<file path="src/rtl/bus_phase_sequencer_if.sv">
// CPU-side request/response and external bus signals for bus_phase_sequencer.
// The sequencer uses the slave modport; the CPU/bus model uses master.
interface bus_phase_sequencer_if;
    logic        enable;
    logic        req_valid;
    logic        req_write;
    logic [15:0] req_addr;
    logic [7:0]  req_wdata;
    logic        req_ready;
    logic        cpu_ce;
    logic        m2;
    logic [15:0] bus_addr;
    logic [7:0]  bus_wdata;
    logic        bus_we_n;
    logic        bus_oe_n;
    logic [7:0]  bus_rdata;
    logic        rsp_valid;
    logic [7:0]  rsp_rdata;

    modport slave (
        input  enable, req_valid, req_write, req_addr, req_wdata, bus_rdata,
        output req_ready, cpu_ce, m2, bus_addr, bus_wdata,
        output bus_we_n, bus_oe_n, rsp_valid, rsp_rdata
    );

    modport master (
        output enable, req_valid, req_write, req_addr, req_wdata, bus_rdata,
        input  req_ready, cpu_ce, m2, bus_addr, bus_wdata,
        input  bus_we_n, bus_oe_n, rsp_valid, rsp_rdata
    );
endinterface

</file>
<file path="src/rtl/bus_phase_sequencer.sv">
// Counts master clocks to produce CPU cycle enable, M2 and bus strobes,
// carrying one CPU bus transaction per CPU cycle.
module bus_phase_sequencer #(
    parameter int CYCLE_LEN = 12,
    parameter int M2_RISE   = 5,
    parameter int WR_DELAY  = 2,
    parameter int WR_LEN    = 4
) (
    input logic clk,
    input logic reset,
    bus_phase_sequencer_if.slave bus
);
    localparam int CW = $clog2(CYCLE_LEN);
    localparam logic [CW-1:0] LAST   = CW'(CYCLE_LEN - 1);
    localparam logic [CW-1:0] M2_AT  = CW'(M2_RISE);
    localparam logic [CW-1:0] WR_ON  = CW'(M2_RISE + WR_DELAY);
    localparam logic [CW-1:0] WR_OFF = CW'(M2_RISE + WR_DELAY + WR_LEN - 1);

    localparam logic [0:0] IDLE = 1'b0;
    localparam logic [0:0] RUN  = 1'b1;

    if (CYCLE_LEN < 4 || M2_RISE + WR_DELAY + WR_LEN > CYCLE_LEN - 1) begin : g_bad_params
        $error("bus_phase_sequencer: illegal phase parameters");
    end

    logic [0:0]    state, state_nx;
    logic [CW-1:0] cnt, cnt_nx;
    logic          txn_active, txn_active_nx;
    logic          txn_write, txn_write_nx;
    logic          wrap, accept, rd_done, run_nx;

    assign wrap    = (state == RUN) && (cnt == LAST);
    assign accept  = bus.req_ready && bus.req_valid;
    assign rd_done = wrap && txn_active && !txn_write;
    assign run_nx  = (state_nx == RUN);

    always_comb begin
        state_nx      = state;
        cnt_nx        = cnt;
        txn_active_nx = txn_active;
        txn_write_nx  = txn_write;
        if (state == IDLE) begin
            if (bus.enable) begin
                state_nx = RUN;
                cnt_nx   = '0;
            end
        end else if (wrap) begin
            cnt_nx        = '0;
            txn_active_nx = 1'b0;
            if (!bus.enable) state_nx = IDLE;
        end else begin
            cnt_nx = cnt + 1'b1;
            if (accept) begin
                txn_active_nx = 1'b1;
                txn_write_nx  = bus.req_write;
            end
        end
    end

    // Outputs are computed from the next counter value so they line up
    // with cnt on the clock they are visible.
    always_ff @(posedge clk) begin
        if (reset) begin
            state         <= IDLE;
            cnt           <= '0;
            txn_active    <= 1'b0;
            txn_write     <= 1'b0;
            bus.cpu_ce    <= 1'b0;
            bus.req_ready <= 1'b0;
            bus.m2        <= 1'b0;
            bus.bus_we_n  <= 1'b1;
            bus.bus_oe_n  <= 1'b1;
            bus.rsp_valid <= 1'b0;
            bus.rsp_rdata <= '0;
            bus.bus_addr  <= '0;
            bus.bus_wdata <= '0;
        end else begin
            state         <= state_nx;
            cnt           <= cnt_nx;
            txn_active    <= txn_active_nx;
            txn_write     <= txn_write_nx;
            bus.cpu_ce    <= run_nx && (cnt_nx == '0);
            bus.req_ready <= run_nx && (cnt_nx == '0);
            bus.m2        <= run_nx && (cnt_nx >= M2_AT);
            bus.bus_we_n  <= !(run_nx && txn_active_nx && txn_write_nx &&
                               (cnt_nx >= WR_ON) && (cnt_nx <= WR_OFF));
            bus.bus_oe_n  <= !(run_nx && txn_active_nx && !txn_write_nx &&
                               (cnt_nx >= M2_AT));
            bus.rsp_valid <= rd_done;
            if (rd_done) begin
                bus.rsp_rdata <= bus.bus_rdata;
            end else if (state == IDLE) begin
                bus.rsp_rdata <= '0;
            end
            if (accept) begin
                bus.bus_addr  <= bus.req_addr;
                bus.bus_wdata <= bus.req_wdata;
            end else if (state_nx == IDLE) begin
                bus.bus_addr  <= '0;
                bus.bus_wdata <= '0;
            end
        end
    end
endmodule
</file>
<file path="src/flat_wrapper.sv">
// flat-port wrapper written by rule: the top's interface ports become plain ports
module bus_phase_sequencer_flat 
#(
    parameter int CYCLE_LEN = 12,
    parameter int M2_RISE   = 5,
    parameter int WR_DELAY  = 2,
    parameter int WR_LEN    = 4
)
  (clk, reset, bus_enable, bus_req_valid, bus_req_write, bus_req_addr, bus_req_wdata, bus_bus_rdata, bus_req_ready, bus_cpu_ce, bus_m2, bus_bus_addr, bus_bus_wdata, bus_bus_we_n, bus_bus_oe_n, bus_rsp_valid, bus_rsp_rdata);
  bus_phase_sequencer_if bus_i ();
  input logic clk;
  input logic reset;
  input wire logic [$bits(bus_i.enable)-1:0] bus_enable;
  input wire logic [$bits(bus_i.req_valid)-1:0] bus_req_valid;
  input wire logic [$bits(bus_i.req_write)-1:0] bus_req_write;
  input wire logic [$bits(bus_i.req_addr)-1:0] bus_req_addr;
  input wire logic [$bits(bus_i.req_wdata)-1:0] bus_req_wdata;
  input wire logic [$bits(bus_i.bus_rdata)-1:0] bus_bus_rdata;
  output wire logic [$bits(bus_i.req_ready)-1:0] bus_req_ready;
  output wire logic [$bits(bus_i.cpu_ce)-1:0] bus_cpu_ce;
  output wire logic [$bits(bus_i.m2)-1:0] bus_m2;
  output wire logic [$bits(bus_i.bus_addr)-1:0] bus_bus_addr;
  output wire logic [$bits(bus_i.bus_wdata)-1:0] bus_bus_wdata;
  output wire logic [$bits(bus_i.bus_we_n)-1:0] bus_bus_we_n;
  output wire logic [$bits(bus_i.bus_oe_n)-1:0] bus_bus_oe_n;
  output wire logic [$bits(bus_i.rsp_valid)-1:0] bus_rsp_valid;
  output wire logic [$bits(bus_i.rsp_rdata)-1:0] bus_rsp_rdata;
  assign bus_i.enable = bus_enable;
  assign bus_i.req_valid = bus_req_valid;
  assign bus_i.req_write = bus_req_write;
  assign bus_i.req_addr = bus_req_addr;
  assign bus_i.req_wdata = bus_req_wdata;
  assign bus_i.bus_rdata = bus_bus_rdata;
  assign bus_req_ready = bus_i.req_ready;
  assign bus_cpu_ce = bus_i.cpu_ce;
  assign bus_m2 = bus_i.m2;
  assign bus_bus_addr = bus_i.bus_addr;
  assign bus_bus_wdata = bus_i.bus_wdata;
  assign bus_bus_we_n = bus_i.bus_we_n;
  assign bus_bus_oe_n = bus_i.bus_oe_n;
  assign bus_rsp_valid = bus_i.rsp_valid;
  assign bus_rsp_rdata = bus_i.rsp_rdata;
  bus_phase_sequencer #(.CYCLE_LEN(CYCLE_LEN), .M2_RISE(M2_RISE), .WR_DELAY(WR_DELAY), .WR_LEN(WR_LEN)) u_core (.clk(clk), .reset(reset), .bus(bus_i));
endmodule
</file>
<file path="config.mk">
export PLATFORM = sky130hd
export DESIGN_NAME = bus_phase_sequencer_flat
export DESIGN_NICKNAME = d
export VERILOG_FILES = /design/src/rtl/bus_phase_sequencer_if.sv /design/src/rtl/bus_phase_sequencer.sv /design/src/flat_wrapper.sv
export SDC_FILE = /design/constraint.sdc
export NUM_CORES = 1
export LEC_CHECK = 0
export CAP_MARGIN = 25
export CORE_MARGIN = 4
export CORE_UTILIZATION = 41
export DETAILED_ROUTE_END_ITERATION = 7
export PLACE_DENSITY = 0.76
export SYNTH_ARGS = -nofsm -noshare
export SYNTH_HDL_FRONTEND = slang
export SYNTH_SLANG_ARGS = --single-unit
</file>
<file path="constraint.sdc">
create_clock -name clk -period 1.8 [get_ports clk]
set_input_delay 0.27 -clock clk [delete_from_list [all_inputs] [get_ports clk]]
set_output_delay 0.27 -clock clk [all_outputs]
set_load 0.01 [all_outputs]
</file>
==> out/results.ini <==
[worst_setup_path]
worst_setup_path_end_kind=flip-flop
slowest_stage=nor2_2
critPathMaxStageDelay_ns=0.48
regToRegStartpoint=u_core.cnt[1]
cp.required_ns=2.03
worst_setup_path_start_kind=flip-flop
arrival_ns=1.91
crit_start=u_core.cnt[1]
cp_cell_sequence=ha_1, nand3b_4, a21oi_4, nor2_2, a22oi_1, nor2_1
cp_max_fo=12
path_class=flip-flop to flip-flop

[sta]
slew_violations=0
rsz0062_at_grt=false
setup_viol=0
hold_viol_final=0
slew_headroom_pct=62.4
skew_ns=0.00457
fin_crit_sh_pct=93.7
worst_pin_slew_ns=0.563
fin_worst_hold_slack_ns=0.479
min_period_ns=1.69
max_freq_ghz=0.593
finalSetupTns_ns=0

[global_route]
antenna_found_initial=0
grt_max_degree=33
grt_use_met3_pct=8.56
grtUsageMet2_pct=25.4
grt_pass1_vias=1447
grt_util_met1_pct=18.4
grt_busiest_layer=met2
grt_use_total_pct=15.8
grt_overflow_total=0
grt_pass1_wl_um=6480

[clock_tree]
cts_buffer_depth=2
clockRootBuffer=clkbuf_8
clk_latency_ns=0.29
clkTransAtPathRegs_ns=0.08
htreeDepth=2
cts_buffers=5
clock-sinks=44
cts_tree=yes

[routing]
via_per_inst=5.19
dr.first_iter.drc_count=74
drc_errors=0
routed_wl_um=4070
final_antenna_net_count=0
avgRoutedWirePerCell_um=14.2
firstDrtPassIters=4
num_vias=1489

[floorplan]
die_area_um2=5110
ioPinCount=75
rows=22
die_y_um=71.5
start_util_pct=43.8
chipWidth_um=71.5
core_area_um2=3770

[synthesis]
synth_compound_area_share_pct=22.0
synthSimpleGateAreaFrac_pct=18.4
synth_top_family_by_area=compound AO/OA/AOI/OAI gates
syn-num-nets=203
synth_xor_xnor_area_share_pct=0
yosysSeqAreaShare_pct=53.3
ys_ff_latch=44
synth_mux_area_share_pct=1.21
ys_warn_count=0
syn_inst=165
synth_top_area_share_pct=53.3
synth_largest_area_cell=dfxtp_1
syn-cell-area_um2=1650
syn-mean-instance-area_um2=10.0
synth-adder-area-share_pct=0.758
synth_area_leaders=dfxtp_1 (53%), a22oi_1 (11%), nor2_1 (7.0%), a22o_1 (4.2%), a21oi_1 (1.5%)
yosysUniqueCellTypes=36

[finish]
final_cell_area_um2=2520
final_nets=277
fin_cells=287
synthToLayoutAreaGrowth_pct=52.5
diodes=0
fillers=322
drive_gt1_share_pct=7.95

[placed_design]
placed_area_um2=2430
io_buffer_count=74
place.gp.congestion=0.741
hpwl_um=2730
place_inst=279

[pwr]
power_leakage_nw=0.939
power_per_cell_area_nw_per_um2=728
vdd_ir_drop_max_uv=475

[flow_run]
drv_cap=0

[hold_path]
hp-class=flip-flop to flip-flop
worstHoldStart=u_core.bus.rsp_rdata[0]

[outcome]
outcome=finished clean

-- Yosys cell counts --
cell type / n
mux2i_1: 2
ha_1: 1
nand3_2: 1
nor3b_1: 2
and2_1: 2
nand2_1: 2
or2b_1: 1
nand2b_1: 1
o21a_1: 1
a21oi_2: 1
nand3_1: 4
o21ai_1: 2
buf_2: 5
buf_4: 1
a22oi_1: 24
o311a_2: 1
a31oi_1: 1
a21oi_1: 5
nor2_4: 1
o2111ai_1: 1
o211ai_1: 1
inv_1: 4
a211oi_1: 1
nor2b_1: 2
nor4b_4: 1
nor3_1: 1
nor3b_2: 1
o311ai_1: 1
nand3b_1: 2
a31oi_2: 1
dfxtp_1: 44
clkbuf_1: 6
a22o_1: 8
nor2_1: 31
nand3b_4: 1
or3b_1: 1
-- cells in the final DEF, fill, tap and decap left out, types with 4 or more instances in the layout --
| master | Yosys | routed |
|---|---|---|
| a21oi_1 | 5 | 5 |
| a22o_1 | 8 | 8 |
| a22oi_1 | 24 | 24 |
| buf_4 | 1 | 4 |
| clkbuf_8 | 0 | 5 |
| clkdlybuf4s50_1 | 0 | 74 |
| dfxtp_1 | 44 | 44 |
| inv_1 | 4 | 4 |
| nand3_1 | 4 | 4 |
| nor2_1 | 31 | 31 |
-- critical path: cells and delay by family, from the launching register on --
| family | cells | cell delay (ns) |
|---|---|---|
| compound gates | 2 | 0.23 |
| flops | 1 | 0.35 |
| simple gates | 3 | 0.77 |
| fa+ha+maj | 1 | 0.26 |
-- state kept, by name (all words and copies together), names as in the netlist --
| signal | count |
|---|---|
| u_core.txn_active | 1 |
| u_core.bus.rsp_rdata | 8 |
| u_core.state | 1 |
| u_core.txn_write | 1 |
| u_core.bus.bus_oe_n | 1 |
| u_core.bus.bus_we_n | 1 |
| u_core.bus.m2 | 1 |
| u_core.cnt | 4 |
| u_core.bus.req_ready | 1 |
| u_core.bus.bus_wdata | 8 |
| u_core.bus.rsp_valid | 1 |
| u_core.bus.bus_addr | 16 |
-- cell families after synthesis --
| group | count (synthesis) |
|---|---|
| simple gates | 54 |
| compound gates | 48 |
| flops | 44 |
| buf+inv | 16 |
| mux | 2 |
| fa+ha+maj | 1 |
-- metrics by stage --
step | util, % | setup WS (ns) | total power (W)
2_1_floorplan | - | 0.251 | 0.00114
5_1_grt | 66.8 | 0.0209 | 0.00192
6_report | 66.8 | 0.114 | 0.00183
3_3_place_gp | 64.4 | 0.0240 | 0.00128
4_1_cts | 66.4 | 0.116 | 0.00185
3_5_place_dp | 64.4 | 0.0129 | 0.00128
-- per-layer routing --
layer / up-vias / share of wire [%]
met5: - / 0
met4: 0 / 0.61
met3: 4 / 9.5
met2: 49 / 46
met1: 692 / 44
li1: 744 / -
-- final cells by class --
cell class              instances  area (um^2)  area share [%]
flip-flops and latches         44          881            35.0
repair buffers                 78          771            30.6
multi-input cells             106          714            28.4
clock buffers                   6         72.6            2.88
well taps                      48         60.1            2.38
inverters                       4         15.0           0.596
clock inverters                 1         5.00           0.199
-- repair_timing --
action / 4_1_cts / 5_1_grt
buffers inserted: 0 / 0
resized for setup: 0 / 1
hold buffers: 0 / 0
setup endpoints to repair: 0 / 17
-- final timing paths --
path / end / depth (start not counted) / slack (ns)
hold / removal: u_core.bus.rsp_rdata[0] / 1 / 0.48
setup reg to reg: u_core.bus.bus_addr[11] / 6 / 0.11
setup / recovery: u_core.bus.bus_addr[11] / 6 / 0.11
hold reg to reg: u_core.bus.rsp_rdata[0] / 1 / 0.48
-- power by group --
part	internal (W)	total, W	switching (W)
sequential	0.000996	0.00102	0.0000202
combinational	0.000141	0.000243	0.000102
clock	0.000264	0.000575	0.000311
total	0.00140	0.00183	0.000433
Power figures use the tool's default switching activity.
